$ cat config.mk
export PLATFORM = sky130hd
export DESIGN_NAME = vga_sync
export DESIGN_NICKNAME = d
export VERILOG_FILES = /design/src/rtl/vga_sync_pkg.sv /design/src/rtl/pix_div.sv /design/src/rtl/vga_sync.sv
export SDC_FILE = /design/constraint.sdc
export NUM_CORES = 1
export LEC_CHECK = 0
export ABC_AREA = 1
export CAP_MARGIN = 20
export CORE_UTILIZATION = 39
export CTS_BUF_LIST = sky130_fd_sc_hd__clkbuf_8 sky130_fd_sc_hd__clkbuf_16
export DETAILED_ROUTE_END_ITERATION = 8
export PLACE_DENSITY_LB_ADDON = 0.1
export RECOVER_POWER = 50
export SLEW_MARGIN = 20
export SYNTH_ARGS = -nofsm -noshare
export SYNTH_HDL_FRONTEND = slang
export SYNTH_SLANG_ARGS = --single-unit
$ cat constraint.sdc
create_clock -name clk -period 2.2 [get_ports clk]
set_input_delay 0.55 -clock clk [delete_from_list [all_inputs] [get_ports clk]]
set_output_delay 0.55 -clock clk [all_outputs]
set_load 0.05 [all_outputs]
$ cat src/rtl/vga_sync_pkg.sv
// Shared VGA timing defaults, counter widths and sync polarity for vga_sync.
package vga_sync_pkg;

  localparam int unsigned CNT_W       = 11;
  localparam int unsigned FRAME_CNT_W = 16;

  // 640x480 @ 60 Hz industry timing
  localparam int unsigned HLINES      = 640;
  localparam int unsigned H_FRONT_DEF = 16;
  localparam int unsigned H_SYNC_DEF  = 96;
  localparam int unsigned H_BACK_DEF  = 48;
  localparam int unsigned VLINES      = 480;
  localparam int unsigned V_FRONT_DEF = 10;
  localparam int unsigned V_SYNC_DEF  = 2;
  localparam int unsigned V_BACK_DEF  = 33;

  localparam logic SYNC_ACTIVE = 1'b0;

  typedef struct packed {
    logic hsync;
    logic vsync;
    logic hblank;
    logic vblank;
    logic blank;
  } vga_timing_t;

  function automatic logic in_range(input logic [CNT_W-1:0] x,
                                    input logic [CNT_W-1:0] lo,
                                    input logic [CNT_W-1:0] hi);
    return (x >= lo) && (x <= hi);
  endfunction

endpackage

$ cat src/rtl/pix_div.sv
// Divide-by-two pixel enable: a toggling bit that is high every second clk.
module pix_div (
  input  logic clk,
  input  logic rst_n,
  output logic pix_en
);

  logic div_q;

  always_ff @(posedge clk or negedge rst_n) begin
    if (!rst_n) div_q <= 1'b0;
    else        div_q <= ~div_q;
  end

  assign pix_en = div_q;

endmodule

$ cat src/rtl/vga_sync.sv
// VGA raster timing generator with zero-lag registered sync/blank outputs.
// Optional frame counter output enabled by defining VGA_FRAME_CNT_EN.
module vga_sync
  import vga_sync_pkg::*;
#(
  parameter int unsigned H_VISIBLE = HLINES,
  parameter int unsigned H_FRONT   = H_FRONT_DEF,
  parameter int unsigned H_SYNC    = H_SYNC_DEF,
  parameter int unsigned H_BACK    = H_BACK_DEF,
  parameter int unsigned V_VISIBLE = VLINES,
  parameter int unsigned V_FRONT   = V_FRONT_DEF,
  parameter int unsigned V_SYNC    = V_SYNC_DEF,
  parameter int unsigned V_BACK    = V_BACK_DEF
) (
  input  logic             clk,
  input  logic             rst_n,
  output logic             pix_en,
  output logic [CNT_W-1:0] hcount,
  output logic [CNT_W-1:0] vcount,
  output logic             hsync,
  output logic             vsync,
  output logic             hblank,
  output logic             vblank,
  output logic             blank,
  output logic             frame_tick
`ifdef VGA_FRAME_CNT_EN
  ,
  output logic [FRAME_CNT_W-1:0] frame_cnt
`endif
);

  localparam int unsigned H_TOTAL = H_VISIBLE + H_FRONT + H_SYNC + H_BACK;
  localparam int unsigned V_TOTAL = V_VISIBLE + V_FRONT + V_SYNC + V_BACK;

  localparam logic [CNT_W-1:0] H_LAST   = CNT_W'(H_TOTAL - 1);
  localparam logic [CNT_W-1:0] V_LAST   = CNT_W'(V_TOTAL - 1);
  localparam logic [CNT_W-1:0] H_VIS    = CNT_W'(H_VISIBLE);
  localparam logic [CNT_W-1:0] V_VIS    = CNT_W'(V_VISIBLE);
  localparam logic [CNT_W-1:0] HS_START = CNT_W'(H_VISIBLE + H_FRONT);
  localparam logic [CNT_W-1:0] HS_END   = CNT_W'(H_VISIBLE + H_FRONT + H_SYNC - 1);
  localparam logic [CNT_W-1:0] VS_START = CNT_W'(V_VISIBLE + V_FRONT);
  localparam logic [CNT_W-1:0] VS_END   = CNT_W'(V_VISIBLE + V_FRONT + V_SYNC - 1);

  localparam vga_timing_t TIMING_RST = '{hsync: ~SYNC_ACTIVE, vsync: ~SYNC_ACTIVE,
                                         hblank: 1'b0, vblank: 1'b0, blank: 1'b0};

  logic             h_wrap;
  logic             v_wrap;
  logic [CNT_W-1:0] h_nxt;
  logic [CNT_W-1:0] v_nxt;
  logic             tick_nxt;
  vga_timing_t      tmg_nxt;
  vga_timing_t      tmg_q;

  pix_div u_pix_div (
    .clk    (clk),
    .rst_n  (rst_n),
    .pix_en (pix_en)
  );

  // Next raster position and the timing it implies, so flops land aligned with counts
  always_comb begin
    h_wrap   = (hcount == H_LAST);
    v_wrap   = (vcount == V_LAST);
    h_nxt    = h_wrap ? '0 : hcount + CNT_W'(1);
    v_nxt    = vcount;
    if (h_wrap) v_nxt = v_wrap ? '0 : vcount + CNT_W'(1);

    tmg_nxt        = TIMING_RST;
    tmg_nxt.hsync  = in_range(h_nxt, HS_START, HS_END) ? SYNC_ACTIVE : ~SYNC_ACTIVE;
    tmg_nxt.vsync  = in_range(v_nxt, VS_START, VS_END) ? SYNC_ACTIVE : ~SYNC_ACTIVE;
    tmg_nxt.hblank = (h_nxt >= H_VIS);
    tmg_nxt.vblank = (v_nxt >= V_VIS);
    tmg_nxt.blank  = tmg_nxt.hblank | tmg_nxt.vblank;

    tick_nxt = pix_en & h_wrap & v_wrap;
  end

  always_ff @(posedge clk or negedge rst_n) begin
    if (!rst_n) begin
      hcount     <= '0;
      vcount     <= '0;
      tmg_q      <= TIMING_RST;
      frame_tick <= 1'b0;
    end else begin
      frame_tick <= tick_nxt;
      if (pix_en) begin
        hcount <= h_nxt;
        vcount <= v_nxt;
        tmg_q  <= tmg_nxt;
      end
    end
  end

  assign hsync  = tmg_q.hsync;
  assign vsync  = tmg_q.vsync;
  assign hblank = tmg_q.hblank;
  assign vblank = tmg_q.vblank;
  assign blank  = tmg_q.blank;

`ifdef VGA_FRAME_CNT_EN
  // Counts frame starts; wraps naturally at the register width
  always_ff @(posedge clk or negedge rst_n) begin
    if (!rst_n)        frame_cnt <= '0;
    else if (tick_nxt) frame_cnt <= frame_cnt + FRAME_CNT_W'(1);
  end
`endif

endmodule

==> results of run 1 <==
report_power, final:
| group | internal [µW] | switching [µW] |
|---|---|---|
| Sequential | 534 | 0 |
| Clock | 243 | 206 |
| Combinational | 1.75 | 10.3 |
layer usage:
metal / part of all wire / vias up
met2: 0.44 / 37
met3: 0.039 / 9
met1: 0.50 / 803
li1: - / 915
met5: 0 / -
met4: 0.017 / 0
final cells by class:
type / instances / share of cell area
multi-input cells: 201 / 0.4364
flip-flops and latches: 29 / 0.3139
repair buffers: 34 / 0.1370
inverters: 29 / 0.04747
clock buffers: 6 / 0.03560
well taps: 52 / 0.02805
clock inverters: 1 / 0.001618
flip-flops by register name, summed over array words and instances, names as in the netlist:
signal	cells
blank	1
frame_tick	1
hblank	1
hcount	11
hsync	1
u_pix_div.pix_en	1
vblank	1
vcount	11
vsync	1
layout by cell type (no fill, tap or decap):
| cell | count |
|---|---|
| nor2_1 | 30 |
| inv_2 | 1 |
| dlygate4sd3_1 | 1 |
| nand2_1 | 84 |
| clkbuf_1 | 4 |
| buf_4 | 3 |
| clkinv_1 | 1 |
| a21oi_1 | 1 |
| o21bai_1 | 2 |
| clkinv_2 | 1 |
| nor2_8 | 1 |
| nor3_2 | 1 |
| inv_1 | 27 |
| buf_12 | 1 |
| dfstp_2 | 2 |
| nor2_2 | 4 |
| dfrtp_1 | 27 |
| xor2_1 | 4 |
| o22ai_1 | 1 |
| nor2_4 | 3 |
| clkdlybuf4s50_1 | 22 |
| clkbuf_8 | 6 |
| a211oi_1 | 1 |
| xor2_2 | 1 |
| nand3b_1 | 1 |
| nand3_2 | 3 |
| dlymetal6s2s_1 | 2 |
| clkbuf_2 | 1 |
| o21ai_0 | 21 |
| nand4_1 | 9 |
| nor3_1 | 5 |
| o21ai_1 | 1 |
| nand2_2 | 4 |
| ha_1 | 4 |
| nand2_4 | 1 |
| nand3_1 | 19 |
path summary, 6_finish.rpt:
kind                       slack [ps]      start         to  depth (start not counted)
setup reg to reg                  240  hcount[1]      blank                         12
min in group asynchronous         850      rst_n  hcount[2]                          2
setup / recovery                   60  hcount[5]  hcount[5]                          1
max in group asynchronous         880      rst_n  vcount[9]                          2
hold / removal                    490      vsync      vsync                          2
hold reg to reg                   490      vsync      vsync                          2
metrics by stage:
step / power, µW / utilization / worst slack [ps]
4_1_cts: 1013 / 0.5194 / 23.23
3_3_place_gp: 557.3 / 0.5003 / 340.4
3_5_place_dp: 557.8 / 0.5003 / 300.1
6_report: 994.8 / 0.5150 / 57.40
5_1_grt: 1032 / 0.5150 / 12.35
2_1_floorplan: 543.3 / - / 77.69
kinds of logic after synthesis:
logic type                 count (synthesis)  synth area share
DFF                                       29            0.3842
xor gates and xnor gates                   5           0.02706
AOI/OAI and AO/OA                         27           0.07590
and+or+nand+nor                          165            0.4086
buffers and inverters                     36           0.07788
adders and majority gates                  4           0.02640
==> flow_metrics.py, run 1 <==
metrics = {
    "status": {
        "status": "finished, final reports clean",
    },
    "logic_synthesis": {
        "yosys_warnings": 0,
        "netlist.area_leader.share": 0.3564,
        "syn-cell-area_um2": 1896,
        "yosysSeqAreaShare": 0.3842,
        "synth_seq_cells": 29,
        "synth.top_cells.by_count": "nand2_1 (83), nor2_1 (30), dfrtp_1 (27)",
        "yosysMostFrequentCell": "nand2_1",
        "synth_fp_nets": 272,
        "synth_top_cells_by_area": "dfrtp_1 (36%), nand2_1 (16%), nor2_1 (5.9%)",
        "avgSynthCellArea_um2": 7.126,
        "synth_top_area_cell": "dfrtp_1",
        "ys.flop_type": "dfrtp_1",
        "yosysUniqueCellTypes": 31,
        "synth_edf_count": 0,
        "synth-async-reset-ratio": 1.000,
        "synth_cells": 266,
    },
    "clock_tree": {
        "cts.sink_count": 29,
        "path_clk_slew_ps": 60,
        "ctsRootBufferMaster": "clkbuf_8",
        "clock_latency_ps": 280,
        "cts_tree": "yes",
        "clockBufferDepth": 2,
        "ctsResizeCount": 0,
        "post_cts_buffers": 0,
        "h-tree-depth": 2,
        "ctsHoldBuffers": 0,
        "cts_buffers": 5,
    },
    "final_layout": {
        "fillers": 447,
        "fin_nets": 306,
        "layout.area.seq_um2": 728.2,
        "area_delta_synth_final_pct": 22.38,
        "diodes": 0,
        "design_area_um2": 2320,
        "final_cells": 352,
        "drive_gt1_frac": 0.1100,
        "multiInputGateArea_um2": 1012,
    },
    "floorplanning": {
        "dieArea_um2": 5143,
        "core_area_um2": 4504,
        "die_x_um": 71.72,
        "ios": 31,
        "std_cell_rows": 24,
        "start_util": 0.4208,
        "die_h_um": 71.72,
    },
    "sta": {
        "worstMarginPinSlew_ps": 730.8,
        "whs_ps": 485.4,
        "min_period_ps": 2143,
        "finalClockSkew_ps": 3.473,
        "setup_violations": 0,
        "finalCritPeriodShare": 0.9739,
        "final.setup.tns_ps": 0,
        "clock.fmax_mhz": 466.7,
        "maxSlewViolCount": 0,
        "final_hold_viol_count": 0,
        "relSlewSlack": 0.5128,
        "rsz0062_at_grt": "no",
    },
    "drt": {
        "antenna_left": 0,
        "dr.pass1.iters": 4,
        "drc": 0,
        "via_count": 1764,
        "via_per_inst": 5.011,
        "drt-initial-drc-count": 77,
        "routed_wl_um": 4541,
        "wl_per_cell_um": 12.90,
    },
    "critical_path": {
        "critPathTopFamily": "buffers and inverters",
        "path_buf_inv": 1,
        "critPathCaptureType": "output port",
        "crit_type": "register to output port",
        "path_cells": "clkdlybuf4s50_1",
        "cp.arrival_ps": 1590,
        "required_ps": 1650,
        "worst_path_max_delay_cell": "clkdlybuf4s50_1",
        "cp-start-kind": "register",
        "crit_fanout": 6,
        "cp_slowest_stage_delay_ps": 850,
    },
    "global_route": {
        "grt_max_degree": 30,
        "grtUsageMet3": 0.04360,
        "use_met2": 0.3124,
        "grt_usage": 0.1974,
        "overflow": 0,
        "grt_pass1_wl_um": 7810,
        "antenna_found_initial": 0,
        "grt-busiest-layer": "met2",
        "grt_use_met1": 0.2647,
        "grt_pass1_vias": 1671,
    },
    "power": {
        "p_leak_uw": 0.001132,
        "power_density_nw_per_um2": 428.9,
        "irDropWorstVdd_v": 0.0003014,
    },
    "placement": {
        "io_buffers": 30,
        "placedCellCount": 345,
        "dp_hpwl_um": 3363,
        "placed_cell_area_um2": 2253,
        "place_congestion": 0.8914,
    },
    "job": {
        "cap_violations": 0,
    },
    "worst_hold_path": {
        "hp-class": "register to register",
    },
}
Note: power is estimated with default switching activity, not from simulation.
==> run 2, diff against run 1 <==
- clock period: 2.2 -> 2.54 ns (I/O delays scaled with it)
==> flow_metrics.py, run 2 (synthesis gave the netlist of run 1 again) <==
metrics = {
    "clock_tree": {
        "ctsHoldBuffers": 0,
        "ctsRootBufferMaster": "clkbuf_8",
        "cts.sink_count": 29,
        "clockBufferDepth": 2,
        "clock_latency_ps": 280,
        "post_cts_buffers": 0,
        "cts_buffers": 5,
        "path_clk_slew_ps": 60,
        "ctsResizeCount": 0,
        "cts_tree": "yes",
        "h-tree-depth": 2,
    },
    "power": {
        "irDropWorstVdd_v": 0.0002137,
        "power_density_nw_per_um2": 363.1,
        "p_leak_uw": 0.001083,
        "power.total_uw": 836.9,
    },
    "drt": {
        "antenna_left": 0,
        "routed_wl_um": 4392,
        "via_count": 1753,
        "wl_per_cell_um": 12.48,
        "via_per_inst": 4.980,
        "drc": 0,
        "dr.pass1.iters": 4,
        "drt-initial-drc-count": 63,
    },
    "critical_path": {
        "path_cells": "clkdlybuf4s50_1",
        "cp_slowest_stage_delay_ps": 850,
        "required_ps": 1900,
        "cp-start-kind": "register",
        "path_buf_inv": 1,
        "crit_fanout": 8,
        "cp.arrival_ps": 1610,
        "crit_path_start": "vcount[6]",
        "crit_type": "register to output port",
        "critPathCaptureType": "output port",
        "worst_path_max_delay_cell": "clkdlybuf4s50_1",
        "critPathTopFamily": "buffers and inverters",
        "r2r-start": "hcount[1]",
    },
    "sta": {
        "setup_violations": 0,
        "rsz0062_at_grt": "no",
        "worstMarginPinSlew_ps": 774.7,
        "clock.fmax_mhz": 445.3,
        "finalClockSkew_ps": 3.981,
        "finalCritPeriodShare": 0.8841,
        "maxSlewViolCount": 0,
        "final_hold_viol_count": 0,
        "min_period_ps": 2246,
        "relSlewSlack": 0.4835,
        "final.setup.tns_ps": 0,
    },
    "job": {
        "cap_violations": 0,
    },
    "worst_hold_path": {
        "hp-start": "vsync",
        "hp-class": "register to register",
    },
    "placement": {
        "dp_hpwl_um": 3284,
        "place_congestion": 0.8317,
        "placed_cell_area_um2": 2243,
        "io_buffers": 30,
        "placedCellCount": 344,
    },
    "final_layout": {
        "layout_top_registers": "hcount (11), vcount (11)",
        "multiInputGateArea_um2": 1005,
        "diodes": 0,
        "drive_gt1_frac": 0.1033,
        "layout.area.seq_um2": 728.2,
        "fillers": 475,
        "final_util": 0.5117,
        "layout_common_cells": "nand2_1 (84), nor2_1 (31), clkdlybuf4s50_1 (28)",
        "area_delta_synth_final_pct": 21.58,
        "fin_nets": 305,
        "design_area_um2": 2305,
        "final_common_cell": "nand2_1",
        "final_cells": 352,
    },
    "global_route": {
        "grt_usage": 0.1849,
        "grt_pass1_vias": 1567,
        "overflow": 0,
        "grt_pass1_wl_um": 7251,
        "antenna_found_initial": 0,
        "grt_max_degree": 30,
    },
    "floorplanning": {
        "core_area_um2": 4504,
        "die_h_um": 71.72,
        "ios": 31,
        "std_cell_rows": 24,
        "start_util": 0.4208,
        "dieArea_um2": 5143,
        "die_x_um": 71.72,
    },
    "status": {
        "status": "finished, final reports clean",
    },
}
## run 2: power breakdown
group	switching [µW]	leakage [µW]	internal (µW)
clock	179	0.0000491	185
sequential	0	0.000384	462
combinational	8.92	0.000650	1.51
total	188	0.00108	649
## run 2: final timing paths
| check | slack [ps] | to | cells after the start |
|---|---|---|---|
| max in group asynchronous | 1140 | vcount[3] | 2 |
| min in group asynchronous | 940 | hcount[1] | 2 |
| setup / recovery | 290 | vcount[6] | 1 |
| hold / removal | 490 | vsync | 2 |
| setup reg to reg | 460 | blank | 12 |
| hold reg to reg | 490 | vsync | 2 |
## run 2: layout make-up
type                            instances  area share
Sequential cell                        29      0.3160
Timing Repair Buffer                   33      0.1363
Clock inverter                          3    0.005972
Inverter                               29     0.04777
Multi-Input combinational cell        201      0.4359
Tap cell                               52     0.02823
Clock buffer                            5     0.02986
## run 2: per-layer routing
layer / vias to the layer above / part of all wire / track usage
met5: - / 0 / 0
met4: 0 / 0.016 / 0.07625
met3: 8 / 0.038 / 0.03797
met2: 30 / 0.44 / 0.2725
met1: 796 / 0.51 / 0.2637
li1: 919 / - / -
## run 2: tightest hold or removal path: stages (launching register included)
cell and delay [ps]:
dfstp_2 370, nor2_1 70, a21oi_1 50
## run 2: through the flow
| step | hold WS, ps | setup WS, ps |
|---|---|---|
| 2_1_floorplan | 339.4 | 417.7 |
| 3_3_place_gp | 480.0 | 603.5 |
| 3_5_place_dp | 472.9 | 602.3 |
| 4_1_cts | 492.8 | 282.7 |
| 5_1_grt | 525.1 | 222.0 |
| 6_report | 487.1 | 294.3 |
